==> config.mk <==
export PLATFORM = sky130hd
export DESIGN_NAME = spram_fifo_ctrl
export DESIGN_NICKNAME = d
export VERILOG_FILES = /design/src/rtl/spram_fifo_ctrl.sv
export SDC_FILE = /design/constraint.sdc
export NUM_CORES = 1
export LEC_CHECK = 0
export CELL_PAD_IN_SITES_DETAIL_PLACEMENT = 1
export CELL_PAD_IN_SITES_GLOBAL_PLACEMENT = 1
export CORE_ASPECT_RATIO = 0.9
export CORE_UTILIZATION = 31
export CTS_CLUSTER_DIAMETER = 120
export DETAILED_ROUTE_END_ITERATION = 8
export PLACE_DENSITY = 0.79
export RECOVER_POWER = 100
export SYNTH_ARGS = -nofsm -noshare
export SYNTH_HDL_FRONTEND = slang
export SYNTH_SLANG_ARGS = --single-unit
==> constraint.sdc <==
create_clock -name clk -period 2.4 [get_ports clk]
set_input_delay 0.72 -clock clk [delete_from_list [all_inputs] [get_ports clk]]
set_output_delay 0.72 -clock clk [all_outputs]
set_load 0.02 [all_outputs]
==> src/rtl/spram_fifo_ctrl.sv <==
// FIFO controller driving an external single-port RAM with a
// registered output word; each RAM cycle is either a read or a write.
module spram_fifo_ctrl #(
    parameter int DATA_WIDTH = 8,
    parameter int FIFO_DEPTH = 16,
    parameter int ADDR_WIDTH = $clog2(FIFO_DEPTH)
) (
    input  logic                  clk,
    input  logic                  rst_n,
    input  logic                  flush,
    input  logic                  push_valid,
    output logic                  push_ready,
    input  logic [DATA_WIDTH-1:0] push_data,
    output logic                  pop_valid,
    input  logic                  pop_ready,
    output logic [DATA_WIDTH-1:0] pop_data,
    output logic [ADDR_WIDTH:0]   count,
    output logic                  ram_we,
    output logic [ADDR_WIDTH-1:0] ram_addr,
    output logic [DATA_WIDTH-1:0] ram_din,
    input  logic [DATA_WIDTH-1:0] ram_dout
);

    localparam int CW = ADDR_WIDTH + 1;
    localparam logic [ADDR_WIDTH-1:0] PTR_ONE = 1;
    localparam logic [CW-1:0] CNT_ONE = 1;
    localparam logic [CW-1:0] CNT_FULL = CW'(FIFO_DEPTH);

    typedef enum logic [1:0] {
        OP_IDLE,
        OP_READ,
        OP_WRITE
    } op_e;

    logic [ADDR_WIDTH-1:0] wr_ptr_q, wr_ptr_d;
    logic [ADDR_WIDTH-1:0] rd_ptr_q, rd_ptr_d;
    logic [CW-1:0]         ram_cnt_q, ram_cnt_d;
    logic                  rd_pend_q, rd_pend_d;
    logic                  out_valid_q, out_valid_d;
    logic [DATA_WIDTH-1:0] pop_data_q, pop_data_d;

    logic pop_fire;
    logic push_fire;
    logic rd_issue;
    op_e  op;

    always_comb begin
        pop_fire   = out_valid_q && pop_ready;
        rd_issue   = !flush && !rd_pend_q && (ram_cnt_q != '0)
                     && (!out_valid_q || pop_fire);
        // rst_n gating keeps the producer stalled while reset is held
        push_ready = rst_n && !flush && !rd_issue && (ram_cnt_q != CNT_FULL);
        push_fire  = push_valid && push_ready;

        if (rd_issue) begin
            op = OP_READ;
        end else if (push_fire) begin
            op = OP_WRITE;
        end else begin
            op = OP_IDLE;
        end
    end

    always_comb begin
        wr_ptr_d    = wr_ptr_q;
        rd_ptr_d    = rd_ptr_q;
        ram_cnt_d   = ram_cnt_q;
        rd_pend_d   = rd_issue;
        out_valid_d = out_valid_q;
        pop_data_d  = pop_data_q;

        unique case (op)
            OP_READ: begin
                rd_ptr_d  = rd_ptr_q + PTR_ONE;
                ram_cnt_d = ram_cnt_q - CNT_ONE;
            end
            OP_WRITE: begin
                wr_ptr_d  = wr_ptr_q + PTR_ONE;
                ram_cnt_d = ram_cnt_q + CNT_ONE;
            end
            default: begin
            end
        endcase

        if (rd_pend_q && !flush) begin
            pop_data_d  = ram_dout;
            out_valid_d = 1'b1;
        end else if (pop_fire) begin
            out_valid_d = 1'b0;
        end

        // flush drops contents but leaves the last presented word visible
        if (flush) begin
            wr_ptr_d    = '0;
            rd_ptr_d    = '0;
            ram_cnt_d   = '0;
            rd_pend_d   = 1'b0;
            out_valid_d = 1'b0;
        end
    end

    always_ff @(posedge clk or negedge rst_n) begin
        if (!rst_n) begin
            wr_ptr_q    <= '0;
            rd_ptr_q    <= '0;
            ram_cnt_q   <= '0;
            rd_pend_q   <= 1'b0;
            out_valid_q <= 1'b0;
            pop_data_q  <= '0;
        end else begin
            wr_ptr_q    <= wr_ptr_d;
            rd_ptr_q    <= rd_ptr_d;
            ram_cnt_q   <= ram_cnt_d;
            rd_pend_q   <= rd_pend_d;
            out_valid_q <= out_valid_d;
            pop_data_q  <= pop_data_d;
        end
    end

    assign ram_we    = (op == OP_WRITE);
    assign ram_addr  = (op == OP_WRITE) ? wr_ptr_q : rd_ptr_q;
    assign ram_din   = push_data;
    assign pop_valid = out_valid_q;
    assign pop_data  = pop_data_q;
    assign count     = ram_cnt_q + CW'(rd_pend_q) + CW'(out_valid_q);

endmodule

==> flow_summary.toml <==
[outcome]
status = "complete, but fails checks"
violations = "negative setup slack"

[timing]
max_freq_ghz = 0.3868
rsz0062_at_grt = "true"
fin_skew_ns = 0.004885
slew_violations = 0
hold_viol = 0
slew_headroom_pct = 69.56
fin_ws_ns = -0.1852
tightestPinTransition_ns = 0.4531
holdWs_ns = 0.5232
finalSetupViolations = 10
finalCritPeriodShare_pct = 107.7
fin_crit_ns = 2.585

[cts]
cts_buffers = 3
clk_pin_slew_ns = 0.09
cts_sinks = 23
cts_tree = "done"
clk_path_buf_depth = 2
htree_levels = 1
root_buffer = "clkbuf_8"
clk_latency_ns = 0.28

[synth]
synth_top_area_cell = "dfrtp_1"
syn-mean-instance-area_um2 = 10.47
synthTopCellsByArea = "dfrtp_1 40%, mux2_2 10%, ha_1 6.1%"
ys_seq_area_share_pct = 40.14
synth_nets = 167
synth-seq-cells = 23
synth_top_cell_area_share_pct = 40.14
yosysUniqueCellTypes = 36
yosys_warnings = 0
syn_area_um2 = 1434
syn_inst = 137

[place]
port_buffers = 32
gp_congestion = 0.9088
dp_hpwl_mm = 3.285
dp_slack_ns = -1.011

[global_route]
grt_pass1_wl_mm = 7.976
overflow = 0
first_global_vias = 1554
grt_usage_pct = 22.20
grtUsageMet3_pct = 3.480
grt_max_degree = 26
grt-busiest-layer = "met2"
use_met1_pct = 26.23
antenna_found_initial = 0
globalRouteMet2Util_pct = 40.83

[cells_and_area]
nets = 240
layout-drive-gt1-share_pct = 51.67
area_delta_synth_final_pct = 68.50
antennaDiodeCount = 0
fin_util_pct = 54.17

[power]
power.leakage_nw = 1.073
p_per_area_nw_per_um2 = 1198
vdd.ir_drop.worst_uv = 470.8

[detailed_routing]
vias = 1393
drtPass1Iterations = 4
drc = 0
routedWlPerCell_um = 19.55
initialDrtViolationCount = 63
via_per_inst = 5.140
wirelength_mm = 5.297
ant_nets = 0

[floorplanning]
die_w_um = 73.69
row_count = 23
die_area_um2 = 4902
ios = 49
core-area_um2 = 4461
initial_core_util_pct = 32.15
die_h_um = 66.52

[setup_path]
criticalPathCategory = "reg -> out"
cp-end-kind = "output pin"
required_ns = 1.68
arrival_ns = 1.87
critPathMaxFanout = 6
startpoint_type = "flip-flop"

[run]
drv_cap = 0

[hold_path]
min_path_type = "in -> async"
-- layout make-up --
type / instances / area, µm²
Sequential cell: 23 / 576.8
Tap cell: 62 / 77.57
Fill cell: 481 / 2044
Clock buffer: 4 / 45.04
Inverter: 12 / 45.04
Multi-Input combinational cell: 92 / 989.7
Timing Repair Buffer: 78 / 681.9
-- stage by stage --
| step | cell area [µm²] | cells | TNS [ns] | power [mW] |
|---|---|---|---|---|
| 2_1_floorplan | 1466 | 137 | -0.05972 | 1.458 |
| 3_3_place_gp | 1999 | 248 | -9.366 | 2.066 |
| 3_5_place_dp | 1999 | 248 | -9.939 | 2.182 |
| 4_1_cts | 2296 | 269 | -1.010 | 2.638 |
| 5_1_grt | 2416 | 271 | -1.892 | 3.062 |
| 6_report | 2416 | 271 | -1.150 | 2.893 |
-- registers in the layout (all words and copies together), names as in the netlist --
| name | count |
|---|---|
| pop_valid | 1 |
| pop_data | 8 |
| rd_pend_q | 1 |
| rd_ptr_q | 4 |
| wr_ptr_q | 4 |
| ram_cnt_q | 5 |
-- final timing paths --
path                               from      endpoint  slack [ns]  cells past startpoint
max in group asynchronous         rst_n  ram_cnt_q[0]        1.65                      2
setup / recovery           ram_cnt_q[0]   ram_addr[3]       -0.19                      5
hold / removal                    rst_n   pop_data[3]        0.52                      2
setup reg to reg           ram_cnt_q[0]  ram_cnt_q[4]       -0.04                     10
hold reg to reg             pop_data[7]   pop_data[7]        0.53                      1
min in group clk            pop_data[7]   pop_data[7]        0.53                      1
-- what timing repair did --
item                                    CTS  global route
hold buffers                              0             0
pin swaps                                10            17
cloned                                    0             0
setup buffers                            18             2
gates resized for setup                  97            25
endpoints found under the setup margin   16            15
-- per-layer routing --
| metal | wire length (µm) | part of all wire (%) |
|---|---|---|
| met1 | 2117 | 40 |
| met2 | 2889 | 55 |
| met3 | 225 | 4.2 |
| met4 | 65 | 1.2 |
| met5 | 0 | 0 |
-- worst max-delay path, cell delays in order (launching register included) --
cell     delay [ns]
dfrtp_2        0.44
nor4_4         0.33
or3_4          0.21
nand3_4        0.14
mux2_4         0.34
buf_6          0.13
-- layout by cell type (no fill, tap or decap), drive strengths merged --
cell / count
a22o: 1
nand3: 5
nand4: 4
inv: 12
clkdlybuf4s50: 17
clkbuf: 8
mux2: 16
and2: 2
buf: 56
ha: 7
fa: 2
xor2: 1
o21ai: 6
nor2: 8
nor4: 1
a311o: 1
a2111o: 1
a211oi: 1
nand2b: 1
nor2b: 3
o211ai: 1
a31oi: 1
a221oi: 1
mux2i: 2
dlygate4sd2: 1
or3: 3
nor3: 2
o311ai: 3
xnor2: 4
dfrtp: 23
and4: 1
and3: 2
a21oi: 5
nand2: 6
o2111ai: 1
-- cells by family (layout without fill, tap and decap cells) --
group / count (synthesis) / count (layout) / share of synthesized area [%]
mux: 18 / 18 / 13.96
xor+xnor: 5 / 5 / 3.054
compound gates: 22 / 22 / 11.00
fa+ha+maj: 9 / 9 / 8.900
simple gates: 38 / 38 / 15.10
buf+inv: 22 / 94 / 7.854
flops: 23 / 23 / 40.14
-- synthesized netlist by cell type (all sizes together) --
master,n
fa,2
nor4,1
clkbuf,2
xor2,1
nor3,2
and4,1
a31oi,1
a21oi,5
o21ai,6
inv,12
dfrtp,23
and2,2
nor2b,3
or3,3
ha,7
nor2,8
xnor2,4
nand2b,1
buf,8
a211oi,1
a311o,1
nand4,4
o311ai,3
a22o,1
a221oi,1
mux2,16
nand2,6
o211ai,1
mux2i,2
o2111ai,1
a2111o,1
and3,2
nand3,5
-- power breakdown --
part           switching, mW  internal, mW
sequential             0.121         0.525
combinational          0.972          1.02
clock                  0.140         0.119
No activity file was read; power rests on OpenSTA's default activity.
